--- config.mk ---
export PLATFORM = sky130hd
export DESIGN_NAME = des_scan_seq
export DESIGN_NICKNAME = d
export VERILOG_FILES = /design/src/rtl/des_scan_seq.sv
export SDC_FILE = /design/constraint.sdc
export NUM_CORES = 1
export LEC_CHECK = 0
export ABC_AREA = 1
export BUFFER_PORTS_ARGS = -buffer_cell sky130_fd_sc_hd__clkbuf_2
export CAP_MARGIN = 20
export CORE_AREA = 10 10 295 297
export CTS_CLUSTER_DIAMETER = 120
export CTS_CLUSTER_SIZE = 24
export DETAILED_ROUTE_END_ITERATION = 12
export DIE_AREA = 0 0 305 307
export GPL_ROUTABILITY_DRIVEN = 0
export GPL_TIMING_DRIVEN = 1
export SLEW_MARGIN = 0
export SYNTH_ARGS = -nofsm -noshare
export SYNTH_HDL_FRONTEND = slang
export SYNTH_SLANG_ARGS = --single-unit
--- constraint.sdc ---
create_clock -name clk -period 1.5 [get_ports clk]
set_input_delay 0.15 -clock clk [delete_from_list [all_inputs] [get_ports clk]]
set_output_delay 0.15 -clock clk [all_outputs]
set_load 0.01 [all_outputs]
--- src/rtl/des_scan_seq.sv ---
// rtl/des_scan_seq.sv - run/scan sequencer for the scan-equipped DES core
// One request runs the core, then shifts the scan chain out into a capture vector.
module des_scan_seq #(
  parameter int RUN_CYCLES = 3,
  parameter int CHAIN_LEN  = 512,
  parameter int SEG_W      = 32
) (
  input  logic                 clk,
  input  logic                 rst_n,
  input  logic                 start,
  input  logic [63:0]          pt_in,
  input  logic [63:0]          key_in,
  input  logic                 decrypt_in,
  output logic                 busy,
  output logic                 done,
  output logic                 cap_valid,
  output logic [CHAIN_LEN-1:0] capture,
  output logic [63:0]          des_plaintext,
  output logic [63:0]          des_key,
  output logic                 des_decrypt,
  output logic                 des_testmode,
  input  logic                 des_sout
);

  localparam int CNT_W  = $clog2(CHAIN_LEN + 1);
  localparam int ROUNDS = CHAIN_LEN / SEG_W;

  localparam logic [CNT_W-1:0] LOAD_LAST  = CNT_W'(RUN_CYCLES - 1);
  localparam logic [CNT_W-1:0] SHIFT_LAST = CNT_W'(CHAIN_LEN - 1);

  typedef enum logic [1:0] {
    S_IDLE,
    S_LOAD,
    S_SHIFT,
    S_DONE
  } state_t;

  state_t                         state_q, state_d;
  logic [CNT_W-1:0]               cnt_q, cnt_d;
  // Round-segmented view; round 1 occupies the top segment.
  logic [ROUNDS-1:0][SEG_W-1:0]   capture_q, capture_d;
  logic                           cap_valid_q, cap_valid_d;
  logic [63:0]                    pt_q, pt_d;
  logic [63:0]                    key_q, key_d;
  logic                           dec_q, dec_d;

  always_comb begin
    state_d     = state_q;
    cnt_d       = cnt_q;
    capture_d   = capture_q;
    cap_valid_d = cap_valid_q;
    pt_d        = pt_q;
    key_d       = key_q;
    dec_d       = dec_q;

    unique case (state_q)
      S_IDLE: begin
        if (start) begin
          pt_d        = pt_in;
          key_d       = key_in;
          dec_d       = decrypt_in;
          cap_valid_d = 1'b0;
          cnt_d       = '0;
          state_d     = S_LOAD;
        end
      end
      S_LOAD: begin
        if (cnt_q == LOAD_LAST) begin
          cnt_d   = '0;
          state_d = S_SHIFT;
        end else begin
          cnt_d = cnt_q + CNT_W'(1);
        end
      end
      S_SHIFT: begin
        // First sampled bit migrates to the MSB after CHAIN_LEN shifts.
        capture_d = CHAIN_LEN'({capture_q, des_sout});
        if (cnt_q == SHIFT_LAST) begin
          cnt_d       = '0;
          cap_valid_d = 1'b1;
          state_d     = S_DONE;
        end else begin
          cnt_d = cnt_q + CNT_W'(1);
        end
      end
      S_DONE: begin
        state_d = S_IDLE;
      end
      default: begin
        state_d = S_IDLE;
      end
    endcase
  end

  always_ff @(posedge clk or negedge rst_n) begin
    if (!rst_n) begin
      state_q     <= S_IDLE;
      cnt_q       <= '0;
      capture_q   <= '0;
      cap_valid_q <= 1'b0;
      pt_q        <= '0;
      key_q       <= '0;
      dec_q       <= 1'b0;
    end else begin
      state_q     <= state_d;
      cnt_q       <= cnt_d;
      capture_q   <= capture_d;
      cap_valid_q <= cap_valid_d;
      pt_q        <= pt_d;
      key_q       <= key_d;
      dec_q       <= dec_d;
    end
  end

  // Status and core controls decode straight from the state flop so reset clears them at once.
  assign busy          = (state_q != S_IDLE);
  assign done          = (state_q == S_DONE);
  assign des_testmode  = (state_q == S_SHIFT);
  assign cap_valid     = cap_valid_q;
  assign capture       = capture_q;
  assign des_plaintext = pt_q;
  assign des_key       = key_q;
  assign des_decrypt   = dec_q;

endmodule

Word-level counts from Yosys, hierarchy flattened
Index checks and enable logic that the tools add are counted.
Widths: inputs -> output; s select.
{"block": "totals", "reg_bits": 654, "latchBits": 0, "ramBits": 0, "romBits": 0, "input_bits": 133, "out_inout_bits": 645, "elab_cells": 50, "mem_count": 0}
{"block": "op_classes", "n_addsub": 1, "n_mul": 0, "div_mod_pow": 0, "n_lt_le_gt_ge": 0, "eq_ne": 8, "shift": 0, "muxes": 11, "n_bitwise": 0, "n_reduce_logical": 8}
{"operator": "$mux 10", "count": 3}
{"operator": "$pmux 10 s3", "count": 1}
{"operator": "$add 10x1->10 const B", "count": 1}
{"operator": "$eq 10x2->1 const B", "count": 1}
{"operator": "$eq 10x9->1 const B", "count": 1}
{"operator": "$pmux 2 s4", "count": 1}
{"operator": "$mux 2", "count": 3}
{"operator": "$reduce_and 3->1", "count": 2}
{"operator": "$eq 2x2->1 const B", "count": 2}
{"operator": "$ne 2x2->1 const B", "count": 2}
{"operator": "$reduce_and 2->1", "count": 2}
{"operator": "$reduce_bool 2->1", "count": 2}
{"operator": "$reduce_bool 3->1", "count": 1}
{"operator": "$eq 2x1->1 const B", "count": 1}
{"operator": "$logic_not 2->1", "count": 1}
{"operator": "$mux 1", "count": 2}
{"operator": "$ne 2x1->1 const B", "count": 1}
{"operator": "$pmux 1 s2", "count": 1}

Depth between registers and ports, before layout
Gate-level depths: netlist of the first run.
{"block": "logic_depth", "word_depth": 3, "depth_mapped": 9, "depth_no_buf": 9}

Least setup slack after synthesis of the first run
No wires, ideal clock.
{"block": "synth_path", "path_type": "reg2reg", "start": "reg state_q[0]", "end": "reg capture_q, in the netlist capture[166]", "setup_ns": 0.132, "arrival_time_ns": 1.542, "required_time_ns": 1.368, "path_slack_ns": -0.174, "path_stages_with_launch": 10, "path_buffers": 4, "synth_period_minus_slack_ns": 1.674, "path_cell_list": "dfrtp_1 -> inv_1 -> ha_1 -> inv_2 -> buf_2 -> buf_4 -> buf_6 -> buf_4 -> nand2_1 -> o21ai_1"}
{"block": "synth_via", "elab_chain_len": 1}
{"item": "start: declaration", "line": "38", "text": "state_t state_q, state_d;"}
{"item": "start signal: assignment", "line": "105", "text": "state_q <= state_d;"}
{"item": "$eq 2x2->1"}
{"item": "named net des_testmode", "line": "21", "text": "output logic des_testmode,"}
{"item": "end signal: assignment", "line": "107", "text": "capture_q <= capture_d;"}
{"item": "end: declaration", "line": "41", "text": "logic [ROUNDS-1:0][SEG_W-1:0] capture_q, capture_d;"}
The timed path passes the listed nets, and every way through them passes these cells.
A chain may end at the register's enable or synchronous reset.

Worst setup path in the final report of the first run
{"block": "layout_path", "start": "reg state_q[1]", "end": "out done"}
{"block": "layout_via", "elab_chain_len": 1}
{"item": "$eq 2x2->1", "line": "117", "text": "assign done = (state_q == S_DONE);"}
{"item": "end: declaration", "line": "15", "text": "output logic done,"}
No other way between the ends.

==> run_results.csv, run 1 <==
group,metric,value,unit
die,start_util,30.1,%
clock_network,insertion_delay,0.63,ns
timing,tightest_slew,0.621,ns
power,powerDensity,1520,mW/mm^2
die,io_pins,778,
synthesis,ys_ff_latch,654,
clock_network,clk_pin_slew,0.10,ns
layout,drive_gt1_share,31.5,%
synthesis,netlist_area,0.0244,mm^2
synthesis,synth_warnings,0,
layout,area_growth,45.8,%
placement,dp_hpwl,66.5,mm
layout,fin_nets,3740,
clock_network,cts_max_path_buffers,3,
grt,grt_overflow_total,0,
timing,period_minus_slack,1.83,ns
grt,grt_antenna_before_repair,7,
timing,finalSetupViolCount,558,
setup_path,r2r_slack,-0.30,ns
setup_path,regToRegStartpoint,"state_q[1]$_DFFE_PN0P_",
power,intPower,34600,uW
run_status,violations,"negative setup slack",
timing,period_share,122,%
die,rows,105,
timing,drv_slew,0,
grt,grt_pass1_wl,143,mm
hold_path,min_to,"des_key[61]$_DFFE_PN0P_",
setup_path,required,1.35,ns
timing,fin_skew,0.0213,ns
detailed_routing,firstDrtPassIters,7,
power,combPwrFrac,44.0,%
setup_path,cp_max_fo,2,
detailed_routing,drt-total-wl,98.3,mm
grt,grt_max_degree,75,
die,core-area,0.0813,mm^2
synthesis,ys_types,22,
grt,grt_pass1_vias,21900,
die,die-area,0.0936,mm^2
clock_network,cts_max_level,1,
placement,pre_cts_slack,-0.109,ns
clock_network,cts_made_buffers,31,
timing,rsz0062_at_grt,"yes",
power,seq_power_share,38.4,%
power,power.share.clock,17.6,%
synthesis,synth_nets,2709,
die,die_w,305,um
power,switching_share,36.1,%
detailed_routing,viasPerCell,4.61,
timing,layout_setup_ws,-0.326,ns
detailed_routing,wl_per_cell,21.0,um
setup_path,worstSetupPathType,"reg -> out",
synthesis,synth_cells,2569,
power,p_sw,19600,uW
grt,grt_use_total,19.5,%
setup_path,rr_worst_depth,9,
setup_path,start_kind,"flop",
detailed_routing,drtIter0Drc,1685,
timing,max_freq,0.548,GHz
detailed_routing,drc,0,
layout,final-instance-count-excl-fill,4678,
timing,hold_viol_final,0,
clock_network,cts_tree,"built",
detailed_routing,vias,21600,
clock_network,clock-sinks,654,
power,p_leak,0.0181,uW
placement,portBuffers,777,
synthesis,syn_area_per_cell,9.52,um^2
clock_network,cts.root.buffer_cell,"clkbuf_16",
run_status,status,"complete, but fails checks",
synthesis,yosysTopAreaCell,"dfrtp_1",
hold_path,worstHoldStart,"start",
placement,place_inst,4392,
setup_path,end_kind,"primary output",
detailed_routing,ant_nets,0,
setup_path,arrival,1.68,ns
hold_path,whs_path_depth,5,
hold_path,hp-class,"in -> reg",
setup_path,r2r_end,"capture[259]$_DFFE_PN0P_",
die,die_y,307,um
synthesis,synth-seq-area-share,66.9,%
synthesis,synth_area_leaders,"dfrtp_1, nand2_1, o21ai_0",
synthesis,synth_top_cell_area_share,66.9,%
timing,relSlewSlack,58.4,%
power,ir_worst_vdd,992,uV
flow_run,cap_violations,0,
## power groups by stage
stage | clock (uW) | combinational (uW) | sequential [uW]
after floorplan | 0 | 6320 | 21700
after global placement | 0 | 13600 | 21000
after CTS | 9830 | 22100 | 20700
after global routing | 10400 | 25700 | 21000
after detailed placement | 0 | 13800 | 21000
final | 9560 | 23900 | 20800
## kinds of logic after synthesis
logic type	count (synthesis)	share of synthesized area [%]
and+or+nand+nor	967	14.9
DFF	654	66.9
AOI/OAI and AO/OA	522	10.7
buffers and inverters	415	6.88
adders and majority gates	7	0.358
xor gates and xnor gates	4	0.143
## worst max-delay path: stages, from the launching register on
cell	delay [ns]
dfrtp_1	0.40
buf_6	0.12
buf_4	0.13
buf_6	0.12
ha_4	0.16
buf_8	0.12
## state kept, by name, summed over array words and instances, names as in the netlist
name	cells
capture	512
des_key	64
des_plaintext	64
cnt_q	10
state_q	2
cap_valid	1
des_decrypt	1
## cell usage after synthesis
| cell | n |
|---|---|
| a21oi_1 | 8 |
| nand4_1 | 1 |
| buf_6 | 1 |
| dfrtp_1 | 654 |
| o21ai_1 | 100 |
| nor2_1 | 7 |
| nand2_1 | 943 |
| o2bb2ai_1 | 1 |
| buf_2 | 61 |
| nand2_2 | 1 |
| xor2_1 | 4 |
| clkbuf_1 | 67 |
| o21ai_0 | 412 |
| nor3_1 | 3 |
| or2_2 | 1 |
| buf_4 | 11 |
| a21boi_2 | 1 |
| inv_2 | 1 |
| buf_1 | 2 |
| ha_1 | 7 |
| inv_1 | 272 |
| nand3_1 | 11 |
## through the flow
step | setup TNS [ns] | hold slack (ns) | cell area (um^2) | power (uW) | util (%)
floorplan | 0 | -0.146 | 24500 | 28100 | -
global placement | -2.96 | 0.0182 | 30400 | 34700 | 37.3
detailed placement | -9.38 | 0.0209 | 30400 | 34800 | 37.3
CTS | -149.72 | 0.00932 | 35000 | 52700 | 43.0
global route | -157.26 | 0.0436 | 35600 | 57100 | 43.8
finish | -99.17 | 0.0408 | 35600 | 54200 | 43.8
## worst max-delay path by stage
stage                            from  depth (start not counted)                            end  slack (ns)
5_1_grt        state_q[0]$_DFFE_PN0P_                         10        capture[66]$_DFFE_PN0P_       -0.41
4_1_cts        state_q[1]$_DFFE_PN0P_                          5                   des_testmode       -0.40
2_1_floorplan  state_q[0]$_DFFE_PN0P_                          6       capture[160]$_DFFE_PN0P_       0.007
6_report       state_q[1]$_DFFE_PN0P_                          5                           done       -0.33
3_5_place_dp   state_q[0]$_DFFE_PN0P_                          7  des_plaintext[15]$_DFFE_PN0P_       -0.11
3_3_place_gp   state_q[0]$_DFFE_PN0P_                          7        des_key[35]$_DFFE_PN0P_       -0.06
## area by class of cell
class,instances,area [um^2]
Fill cell,7707,45700
Sequential cell,654,16400
Timing Repair Buffer,1129,9070
Multi-Input combinational cell,1501,6760
Tap cell,1070,1340
Inverter,273,1040
Clock buffer,31,776
Timing Repair inverter,10,224
Clock inverter,2,46.3
Antenna cell,8,20.0
## per-layer routing
| metal | global-route usage, % | share of wire, % | vias to the layer above |
|---|---|---|---|
| met3 | 5.02 | 7.7 | 91 |
| met1 | 24.0 | 40 | 10600 |
| met2 | 34.4 | 51 | 808 |
| li1 | - | - | 10100 |
| met4 | 3.54 | 1.7 | 0 |
| met5 | 0 | 0 | - |
## placed cells by master, fill, tap and decap left out, drive strengths merged
| cell | Yosys | layout |
|---|---|---|
| inv | 273 | 279 |
| dlygate4sd3 | 0 | 132 |
| xor2 | 4 | 4 |
| nor2 | 7 | 7 |
| nand4 | 1 | 1 |
| diode | 0 | 8 |
| nand2 | 944 | 945 |
| o21ai | 512 | 512 |
| dfrtp | 654 | 654 |
| buf | 75 | 203 |
| nand3 | 11 | 11 |
| clkbuf | 67 | 820 |
| ha | 7 | 7 |
| o2bb2ai | 1 | 1 |
| a21boi | 1 | 1 |
| a21oi | 8 | 8 |
| bufinv | 0 | 1 |
| bufbuf | 0 | 5 |
| or2 | 1 | 1 |
| clkinv | 0 | 5 |
| nor3 | 3 | 3 |
## what timing repair did
action	4_1_cts	5_1_grt
gates cloned	46	20
hold endpoints to repair	784	0
gates resized for setup	295	146
endpoints found under the setup margin	467	659
pin swaps	13	5
hold buffers	132	0
setup buffers	51	8
Note: power is estimated with default switching activity, not from simulation.
==> inputs of run 2 (changes only) <==
--- a/config.mk
+++ b/config.mk
@@ -5,7 +5,6 @@
 export SDC_FILE = /design/constraint.sdc
 export NUM_CORES = 1
 export LEC_CHECK = 0
-export ABC_AREA = 1
 export BUFFER_PORTS_ARGS = -buffer_cell sky130_fd_sc_hd__clkbuf_2
 export CAP_MARGIN = 20
 export CORE_AREA = 10 10 295 297
==> run_results.csv, run 2 <==
group,metric,value,unit
placement,place_area,0.0314,mm^2
die,core-area,0.0813,mm^2
grt,grt_use_total,16.1,%
layout,drive_gt1_share,66.0,%
synthesis,ys_ff_latch,654,
synthesis,synth_warnings,0,
timing,hold_viol_final,0,
grt,grt_antenna_before_repair,2,
clock_network,cts_tree,"built",
setup_path,arrival,1.70,ns
synthesis,synthArstFlopShare,100,%
power,p_leak,0.0183,uW
synthesis,synth-seq-area-share,66.9,%
timing,layout_setup_ws,-0.351,ns
synthesis,yosysMostFrequentCell,"dfrtp_1",
timing,max_freq,0.540,GHz
grt,grt_max_degree,79,
grt,top_usage_layer,"met2",
clock_network,clk_pin_slew,0.10,ns
detailed_routing,firstDrtPassIters,4,
layout,final-instance-count-excl-fill,3525,
flow_run,cap_violations,0,
synthesis,synth_area_leaders,"dfrtp_1, mux2_2, buf_2",
setup_path,end_kind,"primary output",
synthesis,yosysTopAreaCell,"dfrtp_1",
clock_network,cts_max_level,1,
setup_path,cp_max_fo,2,
timing,worst_hold_slack,0.160,ns
setup_path,required,1.35,ns
grt,grt_pass1_wl,117,mm
die,rows,105,
timing,drv_slew,0,
power,powerDensity,1450,mW/mm^2
placement,portBuffers,777,
synthesis,syn_area_per_cell,16.9,um^2
layout,layout_commonest_cell,"clkbuf_2",
clock_network,cts_max_path_buffers,3,
detailed_routing,drt-total-wl,82.1,mm
synthesis,synth_nets,1588,
timing,period_share,123,%
timing,rsz0062_at_grt,"yes",
layout,largest_reg_flops,512,
detailed_routing,drtIter0Drc,863,
synthesis,synth_cells,1448,
synthesis,synth_common_cells,"dfrtp_1, mux2_2, buf_2, clkbuf_1, nor2_1",
synthesis,ys.flop_type,"dfrtp_1",
setup_path,start_kind,"flop",
clock_network,cts_made_buffers,31,
setup_path,worstSetupPathType,"reg -> out",
grt,grt_use_met1,18.1,%
synthesis,ys_types,37,
layout,area_growth,41.7,%
clock_network,cts.root.buffer_cell,"clkbuf_16",
synthesis,synth_top_cell_area_share,66.9,%
placement,pre_cts_slack,-0.406,ns
detailed_routing,wl_per_cell,23.3,um
die,die-area,0.0936,mm^2
layout,design_area,0.0347,mm^2
synthesis,netlist_area,0.0245,mm^2
timing,relSlewSlack,48.3,%
placement,dp_hpwl,60.6,mm
grt,grt_overflow_total,0,
power,ir_worst_vdd,1340,uV
run_status,violations,"negative setup slack",
timing,tightest_slew,0.773,ns
layout,fin_nets,2592,
die,io_pins,778,
synthesis,synth_edf_count,0,
grt,gr-usage-met3,4.41,%
grt,grt_pass1_vias,17500,
timing,finalSetupViolCount,658,
die,start_util,30.1,%
die,die_y,307,um
timing,fin_skew,0.0247,ns
grt,met2_usage,29.7,%
detailed_routing,drc,0,
clock_network,clock-sinks,654,
clock_network,insertion_delay,0.63,ns
hold_path,hp-class,"in -> reg",
die,die_w,305,um
layout,finish.utilization,42.6,%
run_status,status,"complete, but fails checks",
placement,place_inst,3313,
detailed_routing,viasPerCell,4.58,
detailed_routing,vias,16200,
layout,layout_common_cells,"clkbuf_2, dfrtp_1, mux2_2",
detailed_routing,ant_nets,0,
timing,period_minus_slack,1.85,ns
## run 2: what timing repair did
item | CTS | global route
pin swaps | 9 | 2
hold buffers | 132 | 0
hold endpoints to repair | 784 | 0
gates resized for setup | 41 | 67
setup endpoints to repair | 658 | 684
setup buffers | 11 | 10
gates cloned | 4 | 19
## run 2: path summary, 6_finish.rpt
kind	cells past startpoint	from	to	slack, ns
min	5	start	cnt_q[9]$_DFFE_PN0P_	0.16
min in group asynchronous	3	rst_n	capture[490]$_DFFE_PN0P_	0.22
max in group asynchronous	3	rst_n	capture[195]$_DFFE_PN0P_	0.12
max reg2reg	6	state_q[0]$_DFFE_PN0P_	capture[299]$_DFFE_PN0P_	-0.33
min reg2reg	1	des_key[41]$_DFFE_PN0P_	des_key[41]$_DFFE_PN0P_	0.51
max	5	state_q[1]$_DFFE_PN0P_	des_testmode	-0.35
## run 2: kinds of logic after synthesis
logic type	after synthesis	synth area share, %
muxes	643	29.6
AOI/OAI and AO/OA	19	0.609
buffers and inverters	82	1.57
and+or+nand+nor	40	0.859
DFF	654	66.9
xor gates and xnor gates	3	0.107
adders and majority gates	7	0.358
## run 2: power by group
| part | leakage (uW) | switching (uW) | internal [uW] |
|---|---|---|---|
| Sequential | 0.00883 | 1370 | 19700 |
| Combinational | 0.00912 | 9470 | 10300 |
| Clock | 0.000398 | 5560 | 3740 |
| Total | 0.0183 | 16400 | 33800 |
## run 2: layout make-up
| type | count | area (um^2) |
|---|---|---|
| Antenna cell | 2 | 5.00 |
| Clock buffer | 32 | 779 |
| Clock inverter | 2 | 28.8 |
| Fill cell | 7300 | 46700 |
| Inverter | 6 | 27.5 |
| Multi-Input combinational cell | 712 | 8920 |
| Sequential cell | 654 | 16400 |
| Tap cell | 1070 | 1340 |
| Timing Repair Buffer | 1047 | 7190 |
## run 2: worst max-delay path: stages, from the launching register on
cell     delay [ns]
dfrtp_1        0.42
buf_6          0.14
ha_4           0.17
buf_12         0.12
buf_8          0.11
buf_8          0.11
## run 2: per-stage QoR
step | TNS [ns] | power (uW)
2_1_floorplan | -83.55 | 33300
3_3_place_gp | -98.73 | 37100
3_5_place_dp | -117.21 | 37400
4_1_cts | -190.73 | 48400
5_1_grt | -200.96 | 52500
6_report | -164.09 | 50200
## run 2: per-layer routing
metal / vias up / part of all wire, %
li1: 7097 / -
met1: 8441 / 38
met2: 520 / 53
met3: 95 / 6.6
met4: 0 / 2.3
met5: - / 0
==> inputs of run 3 (changes only) <==
--- a/config.mk
+++ b/config.mk
@@ -5,15 +5,19 @@
 export SDC_FILE = /design/constraint.sdc
 export NUM_CORES = 1
 export LEC_CHECK = 0
+export ABC_AREA = 1
 export BUFFER_PORTS_ARGS = -buffer_cell sky130_fd_sc_hd__clkbuf_2
-export CAP_MARGIN = 20
-export CORE_AREA = 10 10 295 297
+export CAP_MARGIN = 5
+export CELL_PAD_IN_SITES_DETAIL_PLACEMENT = 1
+export CELL_PAD_IN_SITES_GLOBAL_PLACEMENT = 1
+export CORE_AREA = 10 10 296 298
 export CTS_CLUSTER_DIAMETER = 120
 export CTS_CLUSTER_SIZE = 24
 export DETAILED_ROUTE_END_ITERATION = 12
-export DIE_AREA = 0 0 305 307
+export DIE_AREA = 0 0 306 308
 export GPL_ROUTABILITY_DRIVEN = 0
 export GPL_TIMING_DRIVEN = 1
+export PLACE_DENSITY_LB_ADDON = 0.1
 export SLEW_MARGIN = 0
 export SYNTH_ARGS = -nofsm -noshare
 export SYNTH_HDL_FRONTEND = slang
==> run_results.csv, run 3 (synthesis results as in run 1) <==
group,metric,value,unit
timing,period_share,119,%
clock_network,insertion_delay,0.64,ns
clock_network,clk_pin_slew,0.11,ns
detailed_routing,vias,21200,
detailed_routing,drtIter0Drc,971,
clock_network,cts.root.buffer_cell,"clkbuf_16",
layout,design_area,0.0342,mm^2
die,start_util,30.0,%
die,die-area,0.0942,mm^2
die,die_y,308,um
layout,layout_commonest_cell,"nand2_1",
clock_network,cts_max_path_buffers,3,
timing,drv_slew,0,
clock_network,clock-sinks,654,
detailed_routing,drc,0,
die,core-area,0.0816,mm^2
run_status,status,"complete, but fails checks",
setup_path,end_kind,"primary output",
layout,layout.area.seq,0.0164,mm^2
detailed_routing,viasPerCell,4.60,
layout,multi_input_area,0.00676,mm^2
placement,dp_hpwl,75.8,mm
timing,layout_setup_ws,-0.282,ns
layout,area_growth,39.8,%
grt,grt_antenna_before_repair,5,
clock_network,cts_tree,"built",
grt,grt_pass1_vias,23700,
layout,largest_reg_flops,512,
placement,pre_cts_slack,-0.111,ns
grt,grt_use_total,21.4,%
setup_path,cp_max_fo,4,
detailed_routing,ant_nets,0,
timing,relSlewSlack,67.3,%
clock_network,cts_max_level,1,
run_status,violations,"negative setup slack",
flow_run,cap_violations,0,
layout,fillers,9508,
timing,finalSetupViolCount,633,
setup_path,required,1.35,ns
layout,drive_gt1_share,30.7,%
layout,fin_nets,3674,
grt,grt_max_degree,90,
detailed_routing,firstDrtPassIters,4,
clock_network,cts_made_buffers,31,
die,die_w,306,um
power,p_leak,0.0173,uW
setup_path,worstSetupPathType,"reg -> out",
timing,rsz0062_at_grt,"yes",
power,p_total,49100,uW
detailed_routing,wl_per_cell,22.4,um
timing,tightest_slew,0.490,ns
timing,hold_viol_final,0,
timing,max_freq,0.561,GHz
layout,layout_common_cells,"nand2_1, clkbuf_2, dfrtp_1",
hold_path,hp-class,"in -> reg",
die,rows,105,
placement,portBuffers,777,
power,powerDensity,1440,mW/mm^2
power,ir_worst_vdd,999,uV
grt,grt_pass1_wl,156,mm
setup_path,start_kind,"flop",
setup_path,arrival,1.63,ns
timing,fin_skew,0.0270,ns
detailed_routing,drt-total-wl,103,mm
die,io_pins,778,
grt,grt_overflow_total,0,
placement,place_area,0.0304,mm^2
timing,period_minus_slack,1.78,ns
==> run 3: layer usage <==
layer,GRT usage [%],part of all wire (%)
met3,5.60,6.7
met2,39.0,52
met4,6.08,3.2
met1,24.2,38
met5,0,0.011
==> run 3: final cells by class <==
type / instances / area share (%)
Clock buffer: 33 / 2.32
Timing Repair Buffer: 1070 / 22.8
Antenna cell: 4 / 0.0293
Multi-Input combinational cell: 1501 / 19.8
Timing Repair inverter: 3 / 0.0806
Sequential cell: 654 / 47.9
Clock inverter: 2 / 0.0623
Inverter: 273 / 3.10
Tap cell: 1070 / 3.92
==> run 3: repair_timing <==
| item | in CTS | in global routing |
|---|---|---|
| resized for setup | 134 | 41 |
| hold buffers | 132 | 0 |
| endpoints found under the hold margin | 784 | 0 |
| pin swaps | 4 | 4 |
| setup endpoints to repair | 610 | 655 |
| cloned | 29 | 0 |
| buffers inserted | 26 | 6 |
==> run 3: power breakdown <==
group          internal, uW  switching, uW
clock network          3780           5840
logic                  7590          11000
registers             19500           1340
total                 30900          18200
==> run 3: critical path, cell delays in order, from the launching register on <==
cell and delay [ns]:
dfrtp_1 0.43, buf_6 0.15, ha_4 0.17, buf_12 0.13, buf_8 0.11
==> run 3: stage by stage <==
| step | hold WS, ns | setup TNS, ns | util [%] | cells |
|---|---|---|---|---|
| final | 0.162 | -82.95 | 41.9 | 4610 |
| after CTS | 0.128 | -112.59 | 41.6 | 4600 |
| after detailed placement | 0.0412 | -16.95 | 37.2 | 4378 |
| after global placement | 0.0386 | -5.41 | 37.2 | 4378 |
| after floorplan | -0.146 | 0 | - | 2569 |
| after global routing | 0.159 | -128.83 | 41.9 | 4610 |
==> run 3: worst paths after layout <==
| check | start | end | slack, ns | cells past startpoint |
|---|---|---|---|---|
| worst min-delay path | start | state_q[0]$_DFFE_PN0P_ | 0.16 | 6 |
| worst max-delay path | state_q[1]$_DFFE_PN0P_ | des_testmode | -0.28 | 4 |
| worst min register to register | des_plaintext[1]$_DFFE_PN0P_ | des_plaintext[1]$_DFFE_PN0P_ | 0.49 | 2 |
| max in group asynchronous | rst_n | capture[463]$_DFFE_PN0P_ | 0.43 | 3 |
| min in group asynchronous | rst_n | cnt_q[6]$_DFFE_PN0P_ | 0.20 | 3 |
| worst max register to register | state_q[1]$_DFFE_PN0P_ | des_key[55]$_DFFE_PN0P_ | -0.27 | 11 |
